<file path="config.mk">
export PLATFORM = sky130hd
export DESIGN_NAME = gameover_ctrl
export DESIGN_NICKNAME = d
export VERILOG_FILES = /design/src/rtl/gameover_ctrl.sv
export SDC_FILE = /design/constraint.sdc
export NUM_CORES = 1
export LEC_CHECK = 0
export ABC_AREA = 1
export CAP_MARGIN = 5
export CORE_MARGIN = 3
export CORE_UTILIZATION = 30
export DETAILED_ROUTE_END_ITERATION = 6
export GPL_TIMING_DRIVEN = 0
export PLACE_DENSITY = 0.54
export SYNTH_ARGS = -nofsm -noshare
export SYNTH_HDL_FRONTEND = slang
export SYNTH_SLANG_ARGS = --single-unit
export TNS_END_PERCENT = 30
</file>
<file path="constraint.sdc">
create_clock -name clk -period 4.9 [get_ports clk]
set_input_delay 1.47 -clock clk [delete_from_list [all_inputs] [get_ports clk]]
set_output_delay 1.47 -clock clk [all_outputs]
set_load 0.05 [all_outputs]
</file>
<file path="src/rtl/gameover_ctrl.sv">
// gameover_ctrl: sequencer for the game-over overlay stage of the VGA pipeline.
// Watches the game result, counts frames off vsync, and drives the overlay
// enable/colour through blink, steady hold and wait-for-restart phases. It
// issues a one-cycle restart pulse and a freeze flag back to the game logic.
// Optional feature: define GAMEOVER_AUTO_RESTART_EN to restart automatically
// after AUTO_FRAMES frames in WAIT with no button press.
module gameover_ctrl #(
    parameter int          BLINK_FRAMES = 8,
    parameter int          BLINK_COUNT  = 3,
    parameter int          HOLD_FRAMES  = 120,
    parameter int          AUTO_FRAMES  = 600,
    parameter logic [11:0] OVER_RGB     = 12'h820
) (
    input  logic        clk,
    input  logic        rst,
    input  logic [1:0]  gameover,
    input  logic        vsync,
    input  logic        restart_btn,
    output logic        over_en,
    output logic [11:0] over_rgb,
    output logic [1:0]  winner,
    output logic        freeze,
    output logic        restart
);

    // Counter width covers the largest frame/toggle count used by any state.
    localparam int MAX_A = (BLINK_FRAMES > 2 * BLINK_COUNT) ? BLINK_FRAMES : 2 * BLINK_COUNT;
    localparam int MAX_B = (HOLD_FRAMES > AUTO_FRAMES) ? HOLD_FRAMES : AUTO_FRAMES;
    localparam int MAX_P = (MAX_A > MAX_B) ? MAX_A : MAX_B;
    localparam int CNT_W = $clog2(MAX_P) + 1;

    localparam logic [CNT_W-1:0] BLINK_LAST  = CNT_W'(BLINK_FRAMES - 1);
    localparam logic [CNT_W-1:0] TOGGLE_LAST = CNT_W'(2 * BLINK_COUNT - 1);
    localparam logic [CNT_W-1:0] HOLD_LAST   = CNT_W'(HOLD_FRAMES - 1);
`ifdef GAMEOVER_AUTO_RESTART_EN
    localparam logic [CNT_W-1:0] AUTO_LAST   = CNT_W'(AUTO_FRAMES - 1);
`endif

    localparam logic [2:0] S_PLAY    = 3'd0;
    localparam logic [2:0] S_BLINK   = 3'd1;
    localparam logic [2:0] S_HOLD    = 3'd2;
    localparam logic [2:0] S_WAIT    = 3'd3;
    localparam logic [2:0] S_RESTART = 3'd4;

    logic [2:0]       state, state_d;
    logic             vsync_q, btn_q;
    logic             armed, armed_d;
    logic             phase, phase_d;
    logic [CNT_W-1:0] frame_cnt, frame_cnt_d;
    logic [CNT_W-1:0] toggle_cnt, toggle_cnt_d;
    logic [1:0]       winner_d;
    logic             over_en_d, freeze_d, restart_d;
    logic [11:0]      over_rgb_d;
    logic             tick, btn_rise;

    assign tick     = vsync & ~vsync_q;
    assign btn_rise = restart_btn & ~btn_q;

    // Next-state logic: sequence transitions, counters, winner latch.
    always_comb begin
        // NOTE: every signal gets a default first so no path leaves it unassigned (no latch).
        state_d      = state;
        armed_d      = armed;
        phase_d      = phase;
        frame_cnt_d  = frame_cnt;
        toggle_cnt_d = toggle_cnt;
        winner_d     = winner;
        case (state)
            S_PLAY: begin
                if (gameover == 2'd0) armed_d = 1'b1;
                if (armed && gameover != 2'd0) begin
                    winner_d     = gameover;
                    armed_d      = 1'b0;
                    frame_cnt_d  = '0;
                    toggle_cnt_d = '0;
                    phase_d      = 1'b1;
                    state_d      = S_BLINK;
                end
            end
            S_BLINK: begin
                if (tick) begin
                    if (frame_cnt == BLINK_LAST) begin
                        frame_cnt_d  = '0;
                        phase_d      = ~phase;
                        toggle_cnt_d = toggle_cnt + 1'b1;
                        if (toggle_cnt == TOGGLE_LAST) begin
                            state_d      = S_HOLD;
                            phase_d      = 1'b1;
                            toggle_cnt_d = '0;
                        end
                    end else begin
                        frame_cnt_d = frame_cnt + 1'b1;
                    end
                end
            end
            S_HOLD: begin
                if (tick) begin
                    if (frame_cnt == HOLD_LAST) begin
                        frame_cnt_d = '0;
                        state_d     = S_WAIT;
                    end else begin
                        frame_cnt_d = frame_cnt + 1'b1;
                    end
                end
            end
            S_WAIT: begin
                // Button beats a coincident tick; the tick is simply dropped.
                if (btn_rise) begin
                    frame_cnt_d = '0;
                    winner_d    = 2'd0;
                    state_d     = S_RESTART;
                end
`ifdef GAMEOVER_AUTO_RESTART_EN
                else if (tick) begin
                    if (frame_cnt == AUTO_LAST) begin
                        frame_cnt_d = '0;
                        winner_d    = 2'd0;
                        state_d     = S_RESTART;
                    end else begin
                        frame_cnt_d = frame_cnt + 1'b1;
                    end
                end
`endif
            end
            S_RESTART: begin
                frame_cnt_d  = '0;
                toggle_cnt_d = '0;
                state_d      = S_PLAY;
            end
            default: begin
                state_d = S_PLAY;
            end
        endcase
    end

    // Output decode from the next state, so outputs follow the state on the same edge.
    always_comb begin
        over_en_d  = 1'b0;
        freeze_d   = 1'b0;
        restart_d  = 1'b0;
        over_rgb_d = 12'h000;
        case (state_d)
            S_BLINK:   begin over_en_d = phase_d; freeze_d = 1'b1; end
            S_HOLD:    begin over_en_d = 1'b1;    freeze_d = 1'b1; end
            S_WAIT:    begin over_en_d = 1'b1;    freeze_d = 1'b1; end
            S_RESTART: begin restart_d = 1'b1;    freeze_d = 1'b1; end
            default:   begin over_en_d = 1'b0;    freeze_d = 1'b0; end
        endcase
        case (winner_d)
            2'd1:    over_rgb_d = OVER_RGB;
            2'd2:    over_rgb_d = 12'h028;
            2'd3:    over_rgb_d = 12'h888;
            default: over_rgb_d = 12'h000;
        endcase
    end

    // State, edge-detect and output registers with synchronous reset.
    always_ff @(posedge clk) begin
        // NOTE: sequential state uses non-blocking assignments so all registers update together.
        if (rst) begin
            state      <= S_PLAY;
            vsync_q    <= 1'b0;
            btn_q      <= 1'b0;
            armed      <= 1'b1;
            phase      <= 1'b0;
            frame_cnt  <= '0;
            toggle_cnt <= '0;
            winner     <= 2'd0;
            over_en    <= 1'b0;
            over_rgb   <= 12'h000;
            freeze     <= 1'b0;
            restart    <= 1'b0;
        end else begin
            state      <= state_d;
            vsync_q    <= vsync;
            btn_q      <= restart_btn;
            armed      <= armed_d;
            phase      <= phase_d;
            frame_cnt  <= frame_cnt_d;
            toggle_cnt <= toggle_cnt_d;
            winner     <= winner_d;
            over_en    <= over_en_d;
            over_rgb   <= over_rgb_d;
            freeze     <= freeze_d;
            restart    <= restart_d;
        end
    end

endmodule

</file>
==> results of run 1 <==
[cell usage in the layout, fill, tap and decap left out, types with 4 or more instances in the layout]
| cell | synthesis | layout |
|---|---|---|
| buf_4 | 9 | 9 |
| nor3_1 | 12 | 12 |
| xor2_1 | 7 | 7 |
| o21ai_0 | 5 | 5 |
| nand2_1 | 81 | 81 |
| a21oi_1 | 17 | 17 |
| dfxtp_1 | 37 | 37 |
| conb_1 | 1 | 8 |
| ha_1 | 5 | 5 |
| clkbuf_8 | 0 | 5 |
| inv_2 | 4 | 4 |
| nand2_2 | 4 | 4 |
| inv_1 | 36 | 36 |
| nand3_1 | 22 | 22 |
| clkdlybuf4s50_1 | 0 | 13 |
| nor2_1 | 49 | 49 |
| nand4_1 | 5 | 5 |
[path summary, 6_finish.rpt]
path           startpoint             to  slack (ns)
max           over_rgb[3]      winner[1]        1.87
min          frame_cnt[8]   frame_cnt[8]        0.51
max reg2reg  frame_cnt[0]  toggle_cnt[3]        3.05
min reg2reg  frame_cnt[8]   frame_cnt[8]        0.51
[cell usage after synthesis (3+ instances only)]
library cell   n
nor2_1        49
inv_1         36
a21oi_1       17
nor2_2         3
ha_1           5
dfxtp_1       37
nand2_1       81
nand2_2        4
buf_6          3
o21ai_0        5
buf_4          9
nor3_1        12
clkbuf_1       3
inv_2          4
nand3b_1       3
xor2_1         7
nand3_1       22
nand4_1        5
[power by group]
part	leakage (nW)	internal, mW	switching [mW]	total (mW)
Sequential	0.301	0.315	0.0106	0.326
Combinational	0.720	0.0563	0.113	0.170
Clock	0.0543	0.152	0.121	0.273
Total	1.08	0.524	0.245	0.769
[critical path, delay by kind of cell (launching register included)]
kind | cells | cell delay (ns)
buffers and inverters | 2 | 0.89
DFF | 1 | 0.36
[layout make-up]
type                       instances  area, um^2  area share, %
timing repair buffer              13       130.1          5.096
sequential                        37       740.7          29.01
tap                               96       120.1          4.704
clock buffer                       5       68.82          2.695
buffer                            15       112.6          4.410
multi-input combinational        238        1185          46.40
clock inverter                     3       46.29          1.813
inverter                          40       150.1          5.879
[cell families after synthesis]
group	after synthesis	share of synthesized area [%]
XOR/XNOR	7	2.836
adder cells (fa/ha/maj)	5	2.894
flip-flops	37	34.26
AND/OR/NAND/NOR	186	38.08
buffers and inverters	55	12.15
AO/OA/AOI/OAI	32	9.607
other	1	0.1734
[layer usage]
metal,part of all wire [%],GRT usage [%]
met5,0,0
met4,1.7,4.146
met3,3.9,2.250
met2,44,18.41
met1,50,15.57
[sequential cells by signal (all words and copies together) (netlist names), 3 cells and up]
name / count
frame_cnt: 11
state: 3
over_rgb: 4
toggle_cnt: 11
==> results.py, run 1 <==
metrics = {
    "clock_network": {
        "cts_tree": "done",
        "cts_hold_buffers": 0,
        "clkLatencyLatePin_ns": 0.30,
        "cts_buffers": 5,
        "clock-sinks": 37,
        "cts_root_buffer": "clkbuf_8",
        "htreeDepth": 2,
        "clk_path_buf_depth": 2,
        "clk_pin_slew_ns": 0.08,
        "post_cts_buffers": 0,
        "postCtsResizedCells": 0,
    },
    "place": {
        "place.gp.congestion": 0.8053,
        "dp_cells": 439,
        "dpl.hpwl_um": 3470,
        "place_ws_ns": 1.565,
        "placed_area_um2": 2439,
        "io_buffer_count": 13,
    },
    "synthesis": {
        "avgSynthCellArea_um2": 6.694,
        "synth_edf_count": 0,
        "async_flop_share_pct": 0,
        "synth_seq_area_share_pct": 34.26,
        "synth-main-ff-cell": "dfxtp_1",
        "synth_top_cell_by_area": "dfxtp_1",
        "synth_cell_type_count": 34,
        "synth.top_cell.area_share_pct": 34.26,
        "postSynthCellCount": 323,
        "ys_seq_elements": 37,
        "syn_area_um2": 2162,
        "yosys_warnings": 0,
        "synthTopCellsByArea": "dfxtp_1 (34%), nand2_1 (14%), nor2_1 (8.5%), inv_1 (6.3%), nand3_1 (5.1%)",
    },
    "timing": {
        "tns_ns": 0,
        "fin_worst_skew_ns": 0.007675,
        "setup_viol_count_final": 0,
        "slew_violations": 0,
        "fin_crit_ns": 3.027,
        "setup_slack_ns": 1.873,
        "worst_pin_slew_ns": 0.5644,
        "max_freq_ghz": 0.3303,
        "slew_headroom_pct": 62.37,
        "rsz0062_at_grt": "false",
        "hold_violations": 0,
        "whs_ns": 0.5055,
        "min_period_over_period_pct": 61.78,
    },
    "setup_path": {
        "end_kind": "output pin",
        "setup.worst_path.class": "reg2out",
        "ff2ff_path_depth": 10,
        "critPathLaunchType": "register",
        "critPathMaxStageDelay_ns": 0.78,
        "cp_data_arrival_time_ns": 1.56,
        "cp_slowest_cell": "clkdlybuf4s50_1",
        "critPathMaxFanout": 3,
        "path_cells": "buf_4 > clkdlybuf4s50_1",
        "required_ns": 3.43,
    },
    "power_and_ir_drop": {
        "p_leak_nw": 1.076,
        "power_density_nw_per_um2": 301.0,
        "irDropWorstVdd_mv": 0.1136,
        "p_total_mw": 0.7687,
    },
    "detailed_routing": {
        "drt_iter0_markers": 79,
        "vias": 1962,
        "route.detailed.drc": 0,
        "firstDrtPassIters": 4,
        "final_antenna_net_count": 0,
        "wirelength_um": 4600,
        "routedWlPerCell_um": 10.29,
        "routed_via_density": 4.389,
    },
    "layout": {
        "fin_cells": 447,
        "areaGrowthSynthToFinish_pct": 18.11,
        "fin_nets": 361,
        "antennaDiodeCount": 0,
        "drive_gt1_share_pct": 11.68,
        "fillCellCount": 763,
        "fin_area_um2": 2554,
        "final_util_pct": 36.97,
    },
    "grt": {
        "grt_max_degree": 14,
        "grt_pass1_vias": 1703,
        "antenna_found_initial": 0,
        "overflow": 0,
        "grtUsageTotal_pct": 11.57,
        "grt_pass1_wl_um": 7866,
    },
    "status": {
        "status": "finished, final reports clean",
    },
    "worst_hold_path": {
        "min_path_type": "reg2reg",
        "holdPathStages": 2,
    },
    "floorplan": {
        "die_y_um": 90.90,
        "ioPinCount": 23,
        "coreArea_um2": 6907,
        "start_util_pct": 31.30,
        "die_x_um": 90.90,
        "fp.dieArea_um2": 8262,
        "fp-row-count": 30,
    },
    "job": {
        "max-cap-violations": 0,
    },
}
Power figures use the tool's default switching activity.
==> run 2, diff against run 1 <==
clock period = 2.8 ns   (was 4.9 ns; I/O delays follow)
==> results of run 2 <==
The final DEF is identical to that of run 1. Status: finished, final reports clean.
Among the figures that moved: setup slack after placement 1.565 ns -> 0.09542 ns; setup slack after layout 1.873 ns -> 0.4027 ns; register-to-register setup slack 3.05 ns -> 0.95 ns; total power 0.7687 mW -> 1.345 mW; worst IR drop on VDD 0.1136 mV -> 0.1988 mV
==> run 3, diff against run 2 <==
CORE_MARGIN = unset   (was 3)
SLEW_MARGIN = 20   (was unset)
==> results.py, run 3 (synthesized netlist as in run 1, its figures left out) <==
metrics = {
    "power_and_ir_drop": {
        "clockPowerShare_pct": 39.5,
        "combPwrFrac_pct": 20.7,
        "swShare_pct": 29.69,
        "p_int_mw": 1.009,
        "power.switching_mw": 0.4261,
        "pwr-share-seq_pct": 39.7,
        "irDropWorstVdd_mv": 0.2452,
        "power_density_nw_per_um2": 557.0,
        "p_leak_nw": 1.090,
    },
    "clock_network": {
        "cts_hold_buffers": 0,
        "clk_pin_slew_ns": 0.09,
        "clkLatencyLatePin_ns": 0.30,
        "htreeDepth": 2,
        "cts_tree": "done",
        "post_cts_buffers": 0,
        "postCtsResizedCells": 0,
        "clk_path_buf_depth": 2,
        "cts_buffers": 5,
        "clock-sinks": 37,
        "cts_root_buffer": "clkbuf_8",
    },
    "floorplan": {
        "ioPinCount": 23,
        "coreArea_um2": 6869,
        "die_y_um": 86.90,
        "die_x_um": 86.90,
        "fp.dieArea_um2": 7551,
        "start_util_pct": 31.48,
        "fp-row-count": 30,
    },
    "timing": {
        "hold_violations": 0,
        "slew_violations": 0,
        "rsz0062_at_grt": "false",
        "slew_headroom_pct": 63.68,
        "fin_crit_ns": 2.399,
        "max_freq_ghz": 0.4169,
        "worst_pin_slew_ns": 0.5448,
        "tns_ns": 0,
        "setup_slack_ns": 0.4011,
        "setup_viol_count_final": 0,
        "fin_worst_skew_ns": 0.01145,
        "min_period_over_period_pct": 85.67,
    },
    "layout": {
        "areaGrowthSynthToFinish_pct": 19.16,
        "layout_common_cells": "nand2_1 (81), nor2_1 (49), dfxtp_1 (37)",
        "multi_input_area_um2": 1185,
        "fillCellCount": 723,
        "drive_gt1_share_pct": 11.68,
        "antennaDiodeCount": 0,
        "regArea_um2": 740.7,
        "layout_commonest_cell": "nand2_1",
        "fin_nets": 361,
        "largest_registers": "frame_cnt: 11 flops, toggle_cnt: 11 flops, over_rgb: 4 flops",
        "final_util_pct": 37.50,
    },
    "place": {
        "io_buffer_count": 13,
        "dpl.hpwl_um": 3488,
        "place.gp.congestion": 0.8275,
        "place_ws_ns": 0.1533,
    },
    "setup_path": {
        "cp_data_arrival_time_ns": 1.56,
        "end_kind": "output pin",
        "critPathLaunchType": "register",
        "path_cells": "buf_4 > clkdlybuf4s50_1",
        "required_ns": 1.96,
        "crit_family": "buffers and inverters",
        "critPathMaxStageDelay_ns": 0.78,
        "cp_slowest_cell": "clkdlybuf4s50_1",
        "critPathMaxFanout": 3,
        "setup.worst_path.class": "reg2out",
        "path_buf_inv": 2,
    },
    "worst_hold_path": {
        "min_path_type": "reg2reg",
    },
    "grt": {
        "overflow": 0,
        "grt_pass1_wl_um": 8024,
        "grt_max_degree": 14,
        "antenna_found_initial": 0,
        "grt_pass1_vias": 1787,
        "grtUsageTotal_pct": 13.59,
    },
    "status": {
        "status": "finished, final reports clean",
    },
    "job": {
        "max-cap-violations": 0,
    },
    "detailed_routing": {
        "drt_iter0_markers": 105,
        "routed_via_density": 4.342,
        "final_antenna_net_count": 0,
        "route.detailed.drc": 0,
        "vias": 1941,
        "firstDrtPassIters": 4,
        "wirelength_um": 4610,
        "routedWlPerCell_um": 10.31,
    },
}
run 3: cell types whose count changed in the layout (fill, tap and decap cells not counted):
cell	delta
clkinv_4	-1
inv_6	+1
bufinv_16	+1
clkinvlp_4	-1
run 3: worst register-to-register path, stage by stage (launching register included):
cell	delay [ns]
dfxtp_1	0.41
ha_1	0.21
nand2_1	0.10
or2_0	0.21
nor3_1	0.18
nand2_1	0.14
nand2_1	0.15
nand2_2	0.08
buf_6	0.14
nand2_1	0.08
a21oi_2	0.05
run 3: metal layers:
metal | vias to the layer above | track usage [%] | routed length [um]
li1 | 1060 | - | -
met1 | 849 | 18.34 | 2347
met2 | 27 | 21.55 | 2054
met3 | 5 | 3.412 | 157
met4 | 0 | 3.636 | 51
met5 | - | 0 | 0
run 3: final cells by class:
cell class,instances,share of cell area [%]
Inverter,40,5.828
Timing Repair Buffer,13,5.051
Tap cell,96,4.662
Multi-Input combinational cell,238,45.99
Clock inverter,3,2.671
Buffer,15,4.371
Sequential cell,37,28.75
Clock buffer,5,2.671
run 3: worst paths after layout:
path,startpoint,slack [ns],end,cells after the start
hold reg to reg,toggle_cnt[9],0.50,toggle_cnt[9],2
setup reg to reg,frame_cnt[0],0.93,toggle_cnt[5],10
hold / removal,toggle_cnt[9],0.50,toggle_cnt[9],2
setup / recovery,over_rgb[3],0.40,winner[1],2
run 3: power by group through the flow:
stage	logic, mW	clock network (mW)	registers (mW)
CTS	0.301	0.584	0.571
detailed placement	0.300	0	0.583
global placement	0.300	0	0.582
global route	0.329	0.603	0.574
floorplan	0.195	0	0.615
finish	0.298	0.567	0.570
run 3: metrics by stage:
step | cells | area, um^2 | hold WS (ns) | total power [mW]
after detailed placement | 439 | 2439 | 0.4929 | 0.8833
after global placement | 439 | 2439 | 0.4870 | 0.8820
final | 447 | 2576 | 0.5019 | 1.435
after CTS | 447 | 2576 | 0.5057 | 1.456
after floorplan | 330 | 2188 | 0.4697 | 0.8100
after global routing | 447 | 2576 | 0.5319 | 1.506
